===== src/rtl/lynx_tape_rec.sv =====
// rtl/lynx_tape_rec.sv - cassette MIC pulse-period decoder feeding a byte FIFO
`timescale 1ns/1ps
module lynx_tape_rec #(
    parameter int MIN_CYC    = 16,
    parameter int THR_CYC    = 200,
    parameter int GAP_CYC    = 4000,
    parameter int FIFO_DEPTH = 16
) (
    input  logic        clk_sys,
    input  logic        reset,
    input  logic        enable,
    input  logic        mic,
    output logic [7:0]  rec_data,
    output logic        rec_valid,
    input  logic        rec_ready,
    output logic        rec_gap,
    output logic        overflow,
    output logic [15:0] byte_count
);
    localparam int AW = $clog2(FIFO_DEPTH);
    localparam logic [15:0] MIN_C   = 16'(MIN_CYC);
    localparam logic [15:0] THR_C   = 16'(THR_CYC);
    localparam logic [15:0] GAP_C   = 16'(GAP_CYC);
    localparam logic [AW:0] DEPTH_C = (AW+1)'(FIFO_DEPTH);

    typedef enum logic [1:0] {ST_IDLE, ST_SYNC, ST_RUN} state_t;

    state_t      r_state;
    logic        r_mic_s1;
    logic        r_mic_s2;
    logic        r_mic_d;
    logic        r_edge;
    logic        r_en_d;
    logic [15:0] r_cnt;
    logic [7:0]  r_shift;
    logic [2:0]  r_bitcnt;
    logic        r_gap;

    logic [7:0]  r_mem [FIFO_DEPTH];
    logic [AW-1:0] r_wr_ptr;
    logic [AW-1:0] r_rd_ptr;
    logic [AW:0]   r_fill;
    logic          r_overflow;
    logic [15:0]   r_byte_count;

    logic       w_en_rise;
    logic       w_bit;
    logic       w_take;
    logic [7:0] w_byte;
    logic       w_push;
    logic       w_full;
    logic       w_pop;
    logic       w_accept;

    assign w_en_rise = enable & ~r_en_d;
    assign w_bit     = (r_cnt >= THR_C);
    // A qualified edge in RUN: not a glitch and not already past the gap limit.
    assign w_take    = (r_state == ST_RUN) && enable && !w_en_rise && r_edge &&
                       (r_cnt >= MIN_C) && (r_cnt < GAP_C);
    assign w_byte    = {r_shift[6:0], w_bit};
    assign w_push    = w_take && (r_bitcnt == 3'd7);
    assign w_full    = (r_fill == DEPTH_C);
    assign w_pop     = rec_valid && rec_ready;
    assign w_accept  = w_push && (!w_full || w_pop);

    assign rec_valid  = (r_fill != '0);
    assign rec_data   = rec_valid ? r_mem[r_rd_ptr] : 8'h00;
    assign rec_gap    = r_gap;
    assign overflow   = r_overflow;
    assign byte_count = r_byte_count;

    always_ff @(posedge clk_sys or posedge reset) begin
        if (reset) begin
            r_state  <= ST_IDLE;
            r_mic_s1 <= 1'b0;
            r_mic_s2 <= 1'b0;
            r_mic_d  <= 1'b0;
            r_edge   <= 1'b0;
            r_en_d   <= 1'b0;
            r_cnt    <= 16'h0000;
            r_shift  <= 8'h00;
            r_bitcnt <= 3'd0;
            r_gap    <= 1'b0;
        end else begin
            r_mic_s1 <= mic;
            r_mic_s2 <= r_mic_s1;
            r_mic_d  <= r_mic_s2;
            r_edge   <= r_mic_s2 & ~r_mic_d;
            r_en_d   <= enable;
            r_gap    <= 1'b0;
            if (!enable) begin
                r_state  <= ST_IDLE;
                r_cnt    <= 16'h0000;
                r_shift  <= 8'h00;
                r_bitcnt <= 3'd0;
            end else if (w_en_rise) begin
                r_state  <= ST_SYNC;
                r_cnt    <= 16'h0000;
                r_shift  <= 8'h00;
                r_bitcnt <= 3'd0;
            end else begin
                case (r_state)
                    ST_IDLE: r_state <= ST_IDLE;
                    ST_SYNC: begin
                        if (r_edge) begin
                            r_cnt   <= 16'h0000;
                            r_state <= ST_RUN;
                        end
                    end
                    ST_RUN: begin
                        if (r_cnt >= GAP_C) begin
                            r_gap    <= 1'b1;
                            r_state  <= ST_SYNC;
                            r_cnt    <= 16'h0000;
                            r_shift  <= 8'h00;
                            r_bitcnt <= 3'd0;
                        end else if (w_take) begin
                            r_cnt    <= 16'h0000;
                            r_shift  <= w_byte;
                            r_bitcnt <= r_bitcnt + 3'd1;
                        end else if (r_cnt != 16'hFFFF) begin
                            r_cnt <= r_cnt + 16'd1;
                        end
                    end
                    default: r_state <= ST_IDLE;
                endcase
            end
        end
    end

    // Storage needs no reset: rec_data is masked while the FIFO is empty.
    always_ff @(posedge clk_sys) begin
        if (w_accept) begin
            r_mem[r_wr_ptr] <= w_byte;
        end
    end

    always_ff @(posedge clk_sys or posedge reset) begin
        if (reset) begin
            r_wr_ptr     <= '0;
            r_rd_ptr     <= '0;
            r_fill       <= '0;
            r_overflow   <= 1'b0;
            r_byte_count <= 16'h0000;
        end else begin
            if (w_accept) begin
                r_wr_ptr <= r_wr_ptr + AW'(1);
            end
            if (w_pop) begin
                r_rd_ptr <= r_rd_ptr + AW'(1);
            end
            case ({w_accept, w_pop})
                2'b10:   r_fill <= r_fill + (AW+1)'(1);
                2'b01:   r_fill <= r_fill - (AW+1)'(1);
                default: r_fill <= r_fill;
            endcase
            if (w_en_rise) begin
                r_overflow   <= 1'b0;
                r_byte_count <= 16'h0000;
            end else begin
                if (w_push && !w_accept) begin
                    r_overflow <= 1'b1;
                end
                if (w_accept) begin
                    r_byte_count <= r_byte_count + 16'd1;
                end
            end
        end
    end
endmodule


===== config.mk =====
export PLATFORM = sky130hd
export DESIGN_NAME = lynx_tape_rec
export DESIGN_NICKNAME = d
export VERILOG_FILES = /design/src/rtl/lynx_tape_rec.sv
export SDC_FILE = /design/constraint.sdc
export NUM_CORES = 1
export LEC_CHECK = 0
export BUFFER_PORTS_ARGS = -buffer_cell sky130_fd_sc_hd__clkbuf_2
export CAP_MARGIN = 10
export CORE_UTILIZATION = 32
export DETAILED_ROUTE_END_ITERATION = 7
export GPL_ROUTABILITY_DRIVEN = 1
export SLEW_MARGIN = 25
export SYNTH_ARGS = -nofsm -noshare
export SYNTH_HDL_FRONTEND = slang
export SYNTH_SLANG_ARGS = --single-unit
export TNS_END_PERCENT = 5

===== constraint.sdc =====
create_clock -name clk_sys -period 3.55 [get_ports clk_sys]
set_clock_uncertainty 0.15 [all_clocks]
set_input_delay 0.355 -clock clk_sys [delete_from_list [all_inputs] [get_ports clk_sys]]
set_output_delay 0.355 -clock clk_sys [all_outputs]
set_load 0.01 [all_outputs]

=== Word level (Yosys, flattened, before mapping) ===
Memories as Yosys holds them, arrays and structs flattened.
Cells that the tools add are included.

* Reduce and logical (&&, ||, !) cells: 20
* Add/sub/neg operators: 7
* Equality and inequality tests: 13
* Magnitude comparators: 4
* Muxes and demuxes: 34
* Bitwise logic cells: 4

{| class="wikitable"
|+ Operators by type and width
! kind !! count
|-
| $mux 16 || 8
|-
| $mux 7 || 5
|-
| $add 16x1->16 const B || 2
|-
| $pmux 16 s2 || 1
|-
| $ge 16x12->1 const B || 1
|-
| $ge 16x5->1 const B || 1
|-
| $ge 16x8->1 const B || 1
|-
| $lt 16x12->1 const B || 1
|-
| $ne 16x16->1 const B || 1
|-
| $mux 3 || 5
|-
| $pmux 5 s2 || 1
|-
| $logic_and 1x1->1 || 9
|-
| $add 4x1->4 const B || 2
|-
| $mux 1 || 8
|-
| $mux 2 || 4
|-
| $mux 8 || 1
|-
| $ne 4x1->1 const B || 2
|-
| $ne 6x4->1 const B || 1
|-
| $reduce_bool 2->1 || 3
|-
| $add 5x1->5 const B || 1
|-
| $eq 5x5->1 const B || 1
|-
| $reduce_bool 5->1 || 1
|-
| $sub 5x1->5 const B || 1
|-
| $eq 2x1->1 const B || 2
|-
| other kinds (13) || 19
|}

* Input port bits: 5
* Flip-flop bits (word level): 64
* Memories: 1
* Output and inout port bits: 27
* Word-level logic and storage cells: 98
* RAM bits: 128

{| class="wikitable"
|+ Memory list
! memory !! depth !! bits a word !! read ports !! clocked after Yosys merged registers in !! write ports !! line !! RTL
|-
| r_mem || 16 || 8 || 1 || 0 || 1 || 39 || <nowiki>logic [7:0] r_mem [FIFO_DEPTH];</nowiki>
|}

=== Longest topological paths before layout ===
* Depth in word-level cells: 13
* Depth in mapped cells: 12
* Mapped depth without buffers: 11

=== Worst setup path after synthesis ===
No wires, ideal clock.

* Kind: reg-to-reg
* Start point: register r_state[0]
* End point: memory r_mem[5][0] (enable)
* Clock period less this slack: 2.935 ns
* Data required time: 3.015 ns
* Library setup time: 0.385 ns
* Stages on the path, launching flop included: 10
* Arrival: 2.400 ns
* Path buffers: 2
* Setup slack: 0.615 ns
* Cell sequence: dfrtp_1 > inv_1 > ha_1 > and3_1 > buf_1 > o211ai_1 > nor3_1 > buf_2 > nand2_1 > nor3b_1

* Cells in the longest elaborated chain, start to end: 10

{| class="wikitable"
|+ RTL lines
! item !! line !! RTL
|-
| start: declaration || 28 || <nowiki>state_t r_state;</nowiki>
|-
| start signal: assignment || 74 || <nowiki>r_state <= ST_IDLE;</nowiki>
|-
| start signal: assignment || 92 || <nowiki>r_state <= ST_IDLE;</nowiki>
|-
| start signal: assignment || 97 || <nowiki>r_state <= ST_SYNC;</nowiki>
|-
| $eq 2x2->1 || 58 || <nowiki>assign w_take = (r_state == ST_RUN) && enable && !w_en_rise && r_edge &&</nowiki>
|-
| $logic_and 1x1->1 (4 in a row) || 58 ||
|-
| $logic_and 1x1->1 || 59 || <nowiki>(r_cnt >= MIN_C) && (r_cnt < GAP_C);</nowiki>
|-
| $logic_and 1x1->1 || 61 || <nowiki>assign w_push = w_take && (r_bitcnt == 3'd7);</nowiki>
|-
| $logic_and 1x1->1 || 64 || <nowiki>assign w_accept = w_push && (!w_full || w_pop);</nowiki>
|-
| $mux 1 || 133 || <nowiki>if (w_accept) begin</nowiki>
|-
| $mux 1 (implied by the code) || 134 || <nowiki>r_mem[r_wr_ptr] <= w_byte;</nowiki>
|-
| end: declaration || 39 ||
|}

Every way passes these cells.

=== Worst setup path in the final report ===
* Start point: register r_rd_ptr[0]
* End point: output port rec_data[7]

* Cells in the longest elaborated chain, start to end: 2

{| class="wikitable"
|+ RTL lines
! item !! line !! RTL
|-
| start: declaration || 41 || <nowiki>logic [AW-1:0] r_rd_ptr;</nowiki>
|-
| start signal: assignment || 150 || <nowiki>r_rd_ptr <= r_rd_ptr + AW'(1);</nowiki>
|-
| $mem_v2 16x8 || - ||
|-
| $mux 8 || 67 || <nowiki>assign rec_data = rec_valid ? r_mem[r_rd_ptr] : 8'h00;</nowiki>
|-
| end: declaration || 13 || <nowiki>output logic [7:0] rec_data,</nowiki>
|}

Every way passes these cells.

==> flow_metrics.py <==
metrics = {
    "min_path": {
        "hold_end": "r_rd_ptr[0]",
        "startpoint_of_the_most_critical_hold_path": "rec_ready",
        "whs_path_depth": 3,
        "hold_path.class": "input port to flip-flop",
    },
    "route": {
        "drt_wl_total_mm": 16.0,
        "vias_per_cell": 5.01,
        "ant_nets": 0,
        "detail_route.drc_violations": 0,
        "route.vias.total": 4553,
        "route.detailed.wl_per_inst_um": 17.6,
        "dr.first_iter.drc_count": 344,
        "firstDrtPassIters": 5,
    },
    "yosys": {
        "synth-main-ff-cell": "sky130_fd_sc_hd__edfxtp_1",
        "synth_unique_cells": 61,
        "yosys_warnings": 0,
        "async_flop_share_pct": 33.3,
        "synth_seq_area_share_pct": 65.7,
        "synth_edf_count": 128,
        "synth.avg_cell_area_um2": 15.8,
        "syn-instance-count": 525,
        "yosys_register_bits": 192,
        "synthesis.nets": 545,
        "syn-cell-area_mm2": 0.00829,
    },
    "placed_design": {
        "total_cell_area_at_the_placement_stage_mm2": 0.00884,
        "place_congestion": 0.796,
        "post-place-cells": 874,
        "detailed_place_hpwl_mm": 10.7,
        "numPortBuffers": 31,
        "dp_slack_ns": 0.631,
    },
    "final_layout": {
        "syn_to_final_growth_pct": 14.3,
        "antennaDiodeCount": 0,
        "post_layout_nonfiller_instances": 909,
        "multi_input_comb_area_mm2": 0.00270,
        "final_design_area_no_fill_mm2": 0.00947,
        "drive_gt1_share_pct": 22.8,
        "final.fill_count": 2338,
        "register_area_mm2": 0.00545,
        "num-nets-final": 586,
    },
    "timing": {
        "setup_violations": 0,
        "final.min_clock_period_ns": 2.99,
        "timing.max_slew.rel_slack_pct": 44.4,
        "worst_slack_ns": 0.557,
        "totalNegativeSetupSlack_ns": 0,
        "setup_repair_after_global_routing_missed_its_margin": "no",
        "worst_pin_slew_ns": 0.830,
        "min_period_over_period_pct": 84.3,
        "fin_hold_ws_ns": 0.170,
        "maxClockFrequency_mhz": 334,
        "timing_max_transition_violations_final": 0,
        "final-hold-violation-count": 0,
    },
    "global_routing": {
        "grt_usage_pct": 12.9,
        "grt_overflow": 0,
        "grt_antenna_before_repair": 0,
        "global_route_wire_length_before_repair_mm": 25.8,
        "grt_use_met2_pct": 21.2,
        "gr-max-usage-layer": "met2",
        "vias_in_the_first_global_route": 4648,
        "grt_max_degree": 38,
        "globalRouteMet1Util_pct": 17.0,
        "grt_use_met3_pct": 2.55,
    },
    "power": {
        "power_density_over_the_cells_mw_per_mm2": 456,
        "irDropWorstVdd_uv": 337,
        "power.static_leakage_nw": 3.68,
    },
    "critical_path": {
        "slowest_stage": "sky130_fd_sc_hd__mux4_2",
        "crit_buf_inv": 2,
        "worst_r2r_startpoint": "r_cnt[4]",
        "crit_fanout": 35,
        "cp_cell_sequence": "buf_12 -> mux4_2 -> mux4_2 -> nor2b_1 -> clkbuf_2",
        "critical-path-top-delay-family": "multiplexers",
        "critical_path_class": "flip-flop to output port",
        "worstPathRequired_ns": 3.04,
        "r2r_slack_ns": 0.63,
        "most_repeated_library_cell_on_the_critical_path": "sky130_fd_sc_hd__mux4_2",
        "critical_path.startpoint_type": "flip-flop",
        "worst_r2r_path_depth": 9,
        "r2r-end": "r_fill[4]",
        "cpPeakStageDelay_ns": 0.61,
        "setup.worst_path.end_class": "output port",
        "cp_data_arrival_time_ns": 2.49,
        "crit_path_start": "r_rd_ptr[0]",
    },
    "clock_tree": {
        "post_cts_resize_count": 0,
        "post_cts_buffers": 0,
        "worst_skew_pair.late_latency_ns": 0.43,
        "clk_transition_reported_paths_ns": 0.08,
        "h-tree-depth": 4,
        "clock_sink_count": 192,
        "clock_tree.buffer_depth": 2,
        "cts-root-buf": "sky130_fd_sc_hd__clkbuf_16",
        "tritoncts.num_buffers": 17,
        "cts_tree": "done",
    },
    "die": {
        "die_area_mm2": 0.0265,
        "die_width_um": 163,
        "vertical_die_dimension_um": 163,
        "io_pins": 32,
        "initial_core_util_pct": 32.7,
        "placement_rows": 58,
        "design.core.area_mm2": 0.0253,
    },
    "flow_run": {
        "drv.max_cap_violation_count": 0,
    },
    "status": {
        "outcome": "completed",
    },
}
[cells by family (layout without fill, tap and decap cells)]
logic type,count (synthesis),after routing,share of synthesized area [%]
compound gates,67,67,5.68
xor+xnor,23,23,2.43
flops,192,192,65.7
fa+ha+maj,15,15,2.26
mux,47,47,11.9
simple gates,147,147,10.3
buf+inv,34,88,1.81
[flip-flops by register name (all words and copies together) (netlist names), 2 cells and up]
signal,flops
r_wr_ptr,4
byte_count,16
r_mem,128
r_shift,7
r_cnt,16
r_state,2
r_bitcnt,3
r_fill,5
r_rd_ptr,4
[stage by stage]
stage / util [%] / power (mW)
2_1_floorplan: - / 2.45
3_3_place_gp: 34.9 / 2.46
3_5_place_dp: 34.9 / 2.46
4_1_cts: 37.4 / 4.36
5_1_grt: 37.4 / 4.45
6_report: 37.4 / 4.32
[worst register-to-register path, delay by kind of cell (launching register included)]
kind	cells	cell delay, ns
AO/OA/AOI/OAI	3	0.89
adder cells (fa/ha/maj)	1	0.25
AND/OR/NAND/NOR	2	0.71
XOR/XNOR	2	0.25
flip-flops	1	0.44
multiplexers	1	0.11
[timing repair]
action	CTS	global route
endpoints found under the hold margin	38	0
endpoints found under the setup margin	0	0
hold buffers	3	0
[final cells by class]
type,count,area share (%)
clock buffer,17,4.49
clock inverter,15,1.89
inverter,13,0.515
multi-input combinational,299,28.5
sequential,192,57.5
tap,330,4.36
timing repair buffer,43,2.80
[cells in the mapped netlist, drive strengths merged, types with 2 or more instances]
| master | number | area [um2] |
|---|---|---|
| a211o | 2 | 17.5 |
| a211oi | 2 | 15.0 |
| a21boi | 3 | 26.3 |
| a21oi | 14 | 70.1 |
| a22o | 9 | 78.8 |
| a31oi | 4 | 31.3 |
| and2 | 13 | 81.3 |
| and3 | 7 | 43.8 |
| and4 | 2 | 20.0 |
| buf | 12 | 67.6 |
| clkbuf | 9 | 33.8 |
| dfrtp | 64 | 1600 |
| edfxtp | 128 | 3840 |
| ha | 15 | 188 |
| inv | 13 | 48.8 |
| mux2 | 3 | 41.3 |
| mux2i | 4 | 40.0 |
| mux4 | 40 | 901 |
| nand2 | 22 | 82.6 |
| nand2b | 2 | 12.5 |
| nand3 | 13 | 70.1 |
| nand4 | 9 | 56.3 |
| nor2 | 27 | 111 |
| nor2b | 15 | 93.8 |
| nor3 | 6 | 30.0 |
| nor3b | 6 | 50.1 |
| nor4 | 9 | 77.6 |
| nor4b | 3 | 26.3 |
| o211ai | 2 | 15.0 |
| o21a | 4 | 30.0 |
| o21ai | 13 | 72.6 |
| o31ai | 6 | 45.0 |
| or3 | 6 | 37.5 |
| or4 | 6 | 48.8 |
| xnor2 | 20 | 175 |
| xor2 | 3 | 26.3 |
[power breakdown]
group | internal (mW) | total [mW] | switching [mW]
Combinational | 0.0116 | 0.0455 | 0.0339
Sequential | 2.37 | 2.37 | 0.00284
Clock | 0.963 | 1.91 | 0.945
[how the worst max path moves through the flow]
stage               cells after the start  slack [ns]           to
finish                                  5        0.56  rec_data[7]
global route                            8        0.33  r_mem[3][3]
CTS                                     5        0.51  rec_data[7]
detailed placement                      8        0.63  r_mem[3][2]
global placement                        8        0.73  r_mem[2][2]
floorplan                               9        0.61  r_mem[5][0]
[routing by layer]
metal  vias up  wire (um)
met4         0        225
met3        12        584
met2        67       7960
met1      2360       7260
li1       2114          -
met5         -          0
[cells in the final DEF (no fill, tap or decap), drive strengths merged, types with 14 or more instances in the layout]
master  Yosys  final
edfxtp    128    128
dfrtp      64     64
clkbuf      9     48
mux4       40     40
nor2       27     27
nand2      22     22
inv        13     22
xnor2      20     20
ha         15     15
nor2b      15     15
a21oi      14     14
Note: power is estimated with default switching activity, not from simulation.
